===== config.mk =====
export PLATFORM = sky130hd
export DESIGN_NAME = reset_release_monitor_flat
export DESIGN_NICKNAME = d
export VERILOG_FILES = /design/src/rtl/reset_release_monitor_if.sv /design/src/rtl/reset_release_monitor.sv /design/src/flat_wrapper.sv
export SDC_FILE = /design/constraint.sdc
export NUM_CORES = 1
export LEC_CHECK = 0
export BUFFER_PORTS_ARGS = -buffer_cell sky130_fd_sc_hd__buf_2
export CAP_MARGIN = 10
export CORE_MARGIN = 3
export CORE_UTILIZATION = 45
export CTS_CLUSTER_DIAMETER = 120
export CTS_CLUSTER_SIZE = 12
export DETAILED_ROUTE_END_ITERATION = 12
export PLACE_DENSITY_LB_ADDON = 0.12
export SYNTH_ARGS = -nofsm -noshare
export SYNTH_HDL_FRONTEND = slang
export SYNTH_SLANG_ARGS = --single-unit

===== constraint.sdc =====
create_clock -name clock -period 2.1 [get_ports clock]
set_input_delay 0.42 -clock clock [delete_from_list [all_inputs] [get_ports clock]]
set_output_delay 0.42 -clock clock [all_outputs]
set_load 0.005 [all_outputs]

===== src/rtl/reset_release_monitor_if.sv =====
// Signal bundle between a reset-tree source and reset_release_monitor.
//   rst_n_in   : N monitored active-low resets, already synchronous to the clock
//   clear      : synchronous clear of results and FSM
//   skew_count : cycles from first to last deassertion, saturating
//   first_mask : copies already released on the first-release edge
//   done       : a complete release has been measured
//   skew_err   : skew_count above the accepted limit
//   timeout    : counter saturated before every copy released
//   glitch     : sticky, a copy re-asserted during release
// master drives the monitored resets and clear; slave is the monitor.
interface reset_release_monitor_if #(
    parameter int N     = 4,
    parameter int CNT_W = 8
);
    logic [N-1:0]     rst_n_in;
    logic             clear;
    logic [CNT_W-1:0] skew_count;
    logic [N-1:0]     first_mask;
    logic             done;
    logic             skew_err;
    logic             timeout;
    logic             glitch;

    modport master (
        output rst_n_in, clear,
        input  skew_count, first_mask, done, skew_err, timeout, glitch
    );

    modport slave (
        input  rst_n_in, clear,
        output skew_count, first_mask, done, skew_err, timeout, glitch
    );
endinterface


===== src/rtl/reset_release_monitor.sv =====
// Consumer-side checker for a distributed reset tree. Waits for every
// monitored copy to be asserted, then measures the cycles between the first
// and the last deassertion and flags excessive skew, a release that never
// completes, and re-assertion while the release is in progress.
//   clock : system clock, rising edge
//   reset : synchronous active-high reset
//   bus   : reset_release_monitor_if.slave (monitored resets, clear, results)
module reset_release_monitor #(
    parameter int N        = 4,
    parameter int CNT_W    = 8,
    parameter int MAX_SKEW = 0
) (
    input  logic                     clock,
    input  logic                     reset,
    reset_release_monitor_if.slave   bus
);

    typedef enum logic [1:0] {
        IDLE,
        ARMED,
        MEASURE,
        DONE
    } state_t;

    localparam logic [N-1:0]     ALL_ONE = '1;
    localparam logic [CNT_W-1:0] CNT_MAX = '1;

    state_t           state;
    logic [CNT_W-1:0] cnt;
    logic [N-1:0]     seen;      // copies released so far in this measurement
    logic [CNT_W-1:0] cnt_inc;
    logic [N-1:0]     in;

    assign in      = bus.rst_n_in;
    assign cnt_inc = (cnt == CNT_MAX) ? CNT_MAX : cnt + 1'b1;

    // NOTE: every register here is assigned with <= so all updates take the
    // values sampled at the same edge, independent of statement order.
    always_ff @(posedge clock) begin
        if (reset || bus.clear) begin
            state          <= IDLE;
            cnt            <= '0;
            seen           <= '0;
            bus.skew_count <= '0;
            bus.first_mask <= '0;
            bus.done       <= 1'b0;
            bus.skew_err   <= 1'b0;
            bus.timeout    <= 1'b0;
            bus.glitch     <= 1'b0;
        end else begin
            unique case (state)
                IDLE: begin
                    if (in == '0) begin
                        state        <= ARMED;
                        bus.done     <= 1'b0;
                        bus.skew_err <= 1'b0;
                        bus.timeout  <= 1'b0;
                    end
                end

                ARMED: begin
                    if (in == ALL_ONE) begin
                        // Whole tree released on one edge: zero skew.
                        bus.first_mask <= ALL_ONE;
                        bus.skew_count <= '0;
                        bus.skew_err   <= (32'd0 > 32'(MAX_SKEW));
                        bus.done       <= 1'b1;
                        state          <= DONE;
                    end else if (in != '0) begin
                        bus.first_mask <= in;
                        seen           <= in;
                        cnt            <= '0;
                        state          <= MEASURE;
                    end
                end

                MEASURE: begin
                    if ((seen & ~in) != '0) begin
                        // A released copy went back into reset.
                        bus.glitch <= 1'b1;
                        bus.done   <= 1'b0;
                        state      <= IDLE;
                    end else if (in == ALL_ONE) begin
                        // Completion wins over saturation on the same edge.
                        bus.skew_count <= cnt_inc;
                        bus.skew_err   <= (32'(cnt_inc) > 32'(MAX_SKEW));
                        bus.done       <= 1'b1;
                        state          <= DONE;
                    end else if (cnt_inc == CNT_MAX) begin
                        bus.skew_count <= CNT_MAX;
                        bus.timeout    <= 1'b1;
                        bus.skew_err   <= 1'b1;
                        bus.done       <= 1'b1;
                        state          <= DONE;
                    end else begin
                        cnt  <= cnt_inc;
                        seen <= seen | in;
                    end
                end

                DONE: begin
                    if (in == '0) begin
                        // New board reset: re-arm, keep the last count visible.
                        bus.done     <= 1'b0;
                        bus.skew_err <= 1'b0;
                        bus.timeout  <= 1'b0;
                        state        <= ARMED;
                    end else if (in != ALL_ONE) begin
                        bus.glitch <= 1'b1;
                        bus.done   <= 1'b0;
                        state      <= IDLE;
                    end
                end

                default: state <= IDLE;
            endcase
        end
    end

endmodule

===== src/flat_wrapper.sv =====
// flat-port wrapper written by rule: the top's interface ports become plain ports
module reset_release_monitor_flat 
#(
    parameter int N        = 4,
    parameter int CNT_W    = 8,
    parameter int MAX_SKEW = 0
)
  (clock, reset, bus_rst_n_in, bus_clear, bus_skew_count, bus_first_mask, bus_done, bus_skew_err, bus_timeout, bus_glitch);
  reset_release_monitor_if #(.N(N), .CNT_W(CNT_W)) bus_i ();
  input  logic clock;
  input  logic reset;
  input wire logic [$bits(bus_i.rst_n_in)-1:0] bus_rst_n_in;
  input wire logic [$bits(bus_i.clear)-1:0] bus_clear;
  output wire logic [$bits(bus_i.skew_count)-1:0] bus_skew_count;
  output wire logic [$bits(bus_i.first_mask)-1:0] bus_first_mask;
  output wire logic [$bits(bus_i.done)-1:0] bus_done;
  output wire logic [$bits(bus_i.skew_err)-1:0] bus_skew_err;
  output wire logic [$bits(bus_i.timeout)-1:0] bus_timeout;
  output wire logic [$bits(bus_i.glitch)-1:0] bus_glitch;
  assign bus_i.rst_n_in = bus_rst_n_in;
  assign bus_i.clear = bus_clear;
  assign bus_skew_count = bus_i.skew_count;
  assign bus_first_mask = bus_i.first_mask;
  assign bus_done = bus_i.done;
  assign bus_skew_err = bus_i.skew_err;
  assign bus_timeout = bus_i.timeout;
  assign bus_glitch = bus_i.glitch;
  reset_release_monitor #(.N(N), .CNT_W(CNT_W), .MAX_SKEW(MAX_SKEW)) u_core (.clock(clock), .reset(reset), .bus(bus_i));
endmodule

==> impl_results.md, run 1 <==
* Outcome: completed
* Ant diodes at 0
* Starting Density at 49.3%
* Max-Cap Viols at 0
* Total power at 1.07 mW
* DRC Markers at 0
* Worst-path maximum fanout at 7
* YS warnings at 0
* Synth-to-layout area growth at 20.5%
* Final Setup Violations at 0
* Worst-Skew Late Latency at 0.28 ns
* GRT Total Usage at 20.0%
* ANT nets after route at 0
* H-tree depth at 2
* Setup skew after layout at 0.00528 ns
* Post-synthesis sequential area ratio at 34.6%
* Main synth FF type: dfxtp_1
* Synth area leader: dfxtp_1
* Placed cell count at 290
* Commonest non-fill, non-tap cell in the layout: dfxtp_1
* Final non-filler cell total at 298
* Num ports at 23
* Post-DP HPWL at 3060 um
* Die H at 68.1 um
* Die area at 4640 um^2
* Vias per cell at 5.57
* Relative slew slack at 68.0%
* Routed wire length at 4200 um
* Initial antenna violation count at 0
* Hold_ws at 0.434 ns
* RSZ-0062 raised after global routing: false
* CTS sink cnt at 30
* Most frequent cells in the layout: dfxtp_1, nor2_1, nand2_1
* Total iterations of the first detailed-routing run at 4
* Largest net degree at the start of global routing at 22
* Core Util, Final at 59.4%
* Period utilization at 94.6%
* Synth async-reset ratio at 0%
* FMAX at 504 MHz
* Yosys top cell area share at 34.6%
* Slew Limit Fails at 0
* Post-synthesis cell type count at 50
* Initial drt markers at 137
* Crit end category: flop
* Synth Register Bits at 30
* Peak supply drop at 438 uV
* Crit path time final at 1.99 ns
* P_leak at 0.790 nW
* CP Data Arrival Time at 2.15 ns
* Vias in the first global route at 1432
* Critical Path RT at 2.27 ns
* Clk slew on worst S/H paths at 0.06 ns
* Final hold violation count at 0
* Total grt overflow at 0
* Synth Net Count at 229
* Die X at 68.1 um
* Cell Pwr Density at 510 nW/um^2
* First-pass GRT wire length at 6830 um
* Layout Nets at 265
* Num CTS Buffers at 5
* TritonCTS clock tree: yes
* # hold bufs at CTS at 0
* Total number of vias at 1659
* # rows at 21
* RD Place Congestion at 0.922
* Netlist Area Pre-Place at 1740 um^2
* Total negative setup slack at 0 ns
* Core Region at 3520 um^2
* Leading post-synthesis cells by cell area: dfxtp_1, nor2_1, o21ai_0, nand2_1, a21oi_1
* Min-Delay Path Class: in -> reg
* Root buffer cell: clkbuf_8
* CTS max path bufs at 2
* Share of cells above drive strength 1 at 23.8%
* Number of flops mapped to enable cells by yosys at 0
* Syn Area/Cell at 8.03 um^2
* Worst-Margin Slew at 0.476 ns
* CP startpoint kind: flop
* I/O Buffers at 22
* Wire per inst at 14.1 um
* Post-Syn Instances at 216
* Crit Path Class: reg -> reg
worst paths after layout:
kind	startpoint	to	slack (ns)	cells past startpoint
setup / recovery	u_core.state[1]$_SDFFE_PP0P_	u_core.cnt[5]$_SDFFE_PP0P_	0.11	9
hold / removal	bus_rst_n_in[1]	u_core.seen[1]$_SDFFE_PP0P_	0.43	3
setup reg to reg	u_core.state[1]$_SDFFE_PP0P_	u_core.cnt[5]$_SDFFE_PP0P_	0.11	9
hold reg to reg	u_core.bus.skew_count[7]$_SDFFE_PP0P_	u_core.bus.skew_count[7]$_SDFFE_PP0P_	0.45	2
what timing repair did:
item / CTS / global route
endpoints found under the setup margin: 0 / 9
resized for setup: 0 / 4
setup buffers: 0 / 1
report_power, final:
group | total [mW] | switching, mW | leakage (nW) | internal [mW]
clock | 0.428 | 0.200 | 0.0383 | 0.228
combinational | 0.0674 | 0.0411 | 0.510 | 0.0263
sequential | 0.572 | 0.000997 | 0.242 | 0.571
total | 1.07 | 0.242 | 0.790 | 0.824
kinds of logic (layout without fill, tap and decap cells):
family	after synthesis	in the layout	share of synthesized area, %
compound gates	64	64	25.7
mux	7	7	4.11
xor+xnor	5	5	2.52
buf+inv	22	58	5.77
simple gates	81	81	22.4
flops	30	30	34.6
fa+ha+maj	7	7	4.90
area by class of cell:
| class | count | area [um^2] |
|---|---|---|
| Fill cell | 342 | 1430 |
| Multi-Input combinational cell | 164 | 1050 |
| Sequential cell | 30 | 601 |
| Timing Repair Buffer | 42 | 273 |
| Clock buffer | 7 | 76.3 |
| Tap cell | 46 | 57.6 |
| Inverter | 9 | 33.8 |
synth_stat cells (all sizes together) (2+ instances only):
cell and n:
nand3 9, o21ai 19, dfxtp 30, nand2 23, ha 6, nor2 25
a31oi 2, o2111ai 3, nand2b 4, a22o 4, or2 3, o22ai 2
inv 9, a211oi 2, xnor2 5, nor3 6, mux2i 6, and3 2
a22oi 5, buf 8, nor4 3, clkbuf 5, nand4 2, a21oi 16
metrics by stage:
stage | cell area (um^2) | setup slack (ns)
final | 2090 | 0.114
after global routing | 2090 | 0.000530
after CTS | 2070 | 0.0383
after detailed placement | 1990 | 0.0258
after global placement | 1990 | 0.0563
after floorplan | 1740 | 0.119
routing by layer:
layer / share of wire (%) / vias up / global-route usage [%]
met5: 0 / - / 0
met4: 1.8 / 0 / 7.94
met3: 4.3 / 9 / 5.09
met2: 47 / 42 / 30.9
met1: 47 / 761 / 26.5
li1: - / 847 / -
sequential cells by signal (all words and copies together), names as in the netlist:
register and cells:
u_core.bus.done 1, u_core.bus.first_mask 4, u_core.bus.glitch 1, u_core.bus.skew_count 8, u_core.bus.skew_err 1, u_core.bus.timeout 1, u_core.cnt 8, u_core.seen 4
u_core.state 2
critical path: stages, from the launching register on:
cell       delay (ns)
dfxtp_1          0.39
inv_1            0.10
ha_1             0.26
inv_1            0.15
nor2_1           0.08
a211o_1          0.35
a21oi_4          0.19
buf_4            0.13
a2bb2oi_1        0.16
o21ai_1          0.07
No activity file was read; power rests on OpenSTA's default activity.
==> run 2, diff against run 1 <==
--- a/config.mk
+++ b/config.mk
@@ -13,6 +13,7 @@
 export CTS_CLUSTER_SIZE = 12
 export DETAILED_ROUTE_END_ITERATION = 12
 export PLACE_DENSITY_LB_ADDON = 0.12
+export RECOVER_POWER = 100
 export SYNTH_ARGS = -nofsm -noshare
 export SYNTH_HDL_FRONTEND = slang
 export SYNTH_SLANG_ARGS = --single-unit
==> run 2 against run 1 <==
  * Hold slack gained 0.00090 ns
  * Total power down 0.13%
  * First-iteration DRC count is 19% lower
  * Final cell count unchanged
  * Global-route usage stayed put
  * Flip-flop and latch count is the same
  * Sequential power about the same
  * Largest power group unchanged
  * Highest routed layer unchanged
==> impl_results.md, run 2 (synthesized netlist as in run 1, its figures left out) <==
* Num ports at 23 (unchanged)
* Wire per inst at 14.0 um (was 14.1 um)
* WHS Path Cells at 3 (unchanged)
* Period utilization at 94.2% (was 94.6%)
* R2r setup slk at 0.12 ns (was 0.11 ns)
* Cell Pwr Density at 517 nW/um^2 (was 510 nW/um^2)
* Slew Limit Fails at 0 (unchanged)
* Internal at 823 uW (was 824 uW)
* Switching part of the total at 22.7% (about the same)
* Placed cell count at 290 (unchanged)
* Largest net degree at the start of global routing at 22 (unchanged)
* # rows at 21 (unchanged)
* FF-to-FF End: u_core.cnt[5]$_SDFFE_PP0P_ (unchanged)
* RSZ-0062 raised after global routing: false (unchanged)
* Starting Density at 49.3% (unchanged)
* Worst Hold End: u_core.seen[2]$_SDFFE_PP0P_ (was u_core.seen[1]$_SDFFE_PP0P_)
* H-tree depth at 2 (unchanged)
* Seq pwr share at 53.7% (was 53.6%)
* Total negative setup slack at 0 ns (unchanged)
* Total number of vias at 1660 (was 1659)
* Min-Delay Path Class: in -> reg (unchanged)
* Top flop regs: u_core.bus.skew_count: 8 flops, u_core.cnt: 8 flops (unchanged)
* P_leak at 0.716 nW (was 0.790 nW)
* NetSw at 242 uW (about the same)
* Ant diodes at 0 (unchanged)
* First-pass GRT wire length at 6830 um (unchanged)
* Root buffer cell: clkbuf_8 (unchanged)
* Num CTS Buffers at 5 (unchanged)
* Routed wire length at 4180 um (was 4200 um)
* Relative slew slack at 68.2% (was 68.0%)
* CTS max path bufs at 2 (unchanged)
* Setup skew after layout at 0.00526 ns (was 0.00528 ns)
* Die area at 4640 um^2 (unchanged)
* Crit end category: flop (unchanged)
* Die H at 68.1 um (unchanged)
* ANT nets after route at 0 (unchanged)
* Final Setup Violations at 0 (unchanged)
* Final hold violation count at 0 (unchanged)
* Peak supply drop at 430 uV (was 438 uV)
* Layout Nets at 265 (unchanged)
* Vias in the first global route at 1432 (unchanged)
* TritonCTS clock tree: yes (unchanged)
* Max-Cap Viols at 0 (unchanged)
* Critical Path RT at 2.27 ns (about the same)
* Clk network pwr share at 40.1% (about the same)
* Worst-Skew Late Latency at 0.28 ns (about the same)
* Total grt overflow at 0 (unchanged)
* Hold Crit Start: bus_rst_n_in[2] (was bus_rst_n_in[1])
* CP Data Arrival Time at 2.15 ns (about the same)
* Synth-to-layout area growth at 18.7% (was 20.5%)
* Outcome: completed (unchanged)
* Clk slew on worst S/H paths at 0.06 ns (about the same)
* Vias per cell at 5.57 (about the same)
* Core Region at 3520 um^2 (unchanged)
* Combinational Power Share at 6.2% (was 6.3%)
* Worst-Margin Slew at 0.472 ns (was 0.476 ns)
* FMAX at 505 MHz (was 504 MHz)
* Most frequent cells in the layout: dfxtp_1, nor2_1, nand2_1 (unchanged)
* Crit Path Class: reg -> reg (unchanged)
* CTS sink cnt at 30 (unchanged)
* Share of cells above drive strength 1 at 16.7% (was 23.8%)
* GRT Total Usage at 20.0% (unchanged)
* Post-DP HPWL at 3060 um (unchanged)
* Worst R2R Path Depth at 9 (unchanged)
* DRC Markers at 0 (unchanged)
* RD Place Congestion at 0.922 (unchanged)
* Total iterations of the first detailed-routing run at 4 (unchanged)
* CP startpoint kind: flop (unchanged)
* Worst-path maximum fanout at 7 (unchanged)
* Die X at 68.1 um (unchanged)
* Initial antenna violation count at 0 (unchanged)
* Worst r2r src: u_core.state[1]$_SDFFE_PP0P_ (unchanged)
* I/O Buffers at 22 (unchanged)
* Crit path time final at 1.98 ns (was 1.99 ns)
* Final non-filler cell total at 298 (unchanged)
* Initial drt markers at 111 (was 137)
* Commonest non-fill, non-tap cell in the layout: dfxtp_1 (unchanged)
-- run 2: final cells by class --
type / count / area [um^2]
timing repair buffer: 42 / 248
fill: 355 / 1460
multi-input combinational: 164 / 1040
clock buffer: 7 / 76.3
inverter: 9 / 33.8
tap: 46 / 57.6
sequential: 30 / 601
-- run 2: metrics by stage --
| step | total power [mW] | hold WS, ns | area [um^2] | setup WS [ns] | util (%) |
|---|---|---|---|---|---|
| after floorplan | 0.623 | 0.452 | 1740 | 0.119 | - |
| after global placement | 0.649 | 0.447 | 1990 | 0.0563 | 56.6 |
| after detailed placement | 0.650 | 0.451 | 1990 | 0.0258 | 56.6 |
| after CTS | 1.08 | 0.426 | 2070 | 0.0383 | 58.7 |
| after global routing | 1.11 | 0.439 | 2060 | 0.000528 | 58.5 |
| final | 1.07 | 0.435 | 2060 | 0.121 | 58.5 |
-- run 2: layer usage --
| metal | routed length, um | global-route usage (%) |
|---|---|---|
| met5 | 0 | 0 |
| met4 | 79 | 7.94 |
| met3 | 194 | 5.09 |
| met2 | 1970 | 30.9 |
| met1 | 1930 | 26.5 |
-- run 2: worst max-delay path, cell delays in order (launching register included) --
cell and delay [ns]:
dfxtp_1 0.39, inv_1 0.10, ha_1 0.26, inv_1 0.15
nor2_1 0.08, a211o_1 0.35, a21oi_4 0.19, buf_4 0.13
a2bb2oi_1 0.16, o21ai_1 0.07
-- run 2: what timing repair did --
item	in CTS	in global routing
buffers inserted	0	1
setup endpoints to repair	0	9
resized for setup	0	4
hold buffers	0	0
-- run 2: power by group through the flow --
stage | sequential, mW | combinational, mW | clock [mW]
after CTS | 0.571 | 0.0659 | 0.444
after floorplan | 0.584 | 0.0392 | 0
final | 0.572 | 0.0664 | 0.427
after global placement | 0.584 | 0.0653 | 0
after global routing | 0.571 | 0.0729 | 0.467
after detailed placement | 0.584 | 0.0657 | 0
-- run 2: how the worst max path moves through the flow --
| stage | cells past startpoint | startpoint | end | slack, ns |
|---|---|---|---|---|
| floorplan | 7 | u_core.cnt[0]$_SDFFE_PP0P_ | u_core.cnt[3]$_SDFFE_PP0P_ | 0.12 |
| global placement | 8 | bus_rst_n_in[2] | u_core.cnt[5]$_SDFFE_PP0P_ | 0.06 |
| detailed placement | 8 | bus_rst_n_in[2] | u_core.cnt[5]$_SDFFE_PP0P_ | 0.03 |
| CTS | 7 | u_core.cnt[0]$_SDFFE_PP0P_ | u_core.cnt[3]$_SDFFE_PP0P_ | 0.04 |
| global route | 8 | u_core.cnt[1]$_SDFFE_PP0P_ | u_core.bus.timeout$_SDFFE_PP0P_ | 0.0005 |
| finish | 9 | u_core.state[1]$_SDFFE_PP0P_ | u_core.cnt[5]$_SDFFE_PP0P_ | 0.12 |
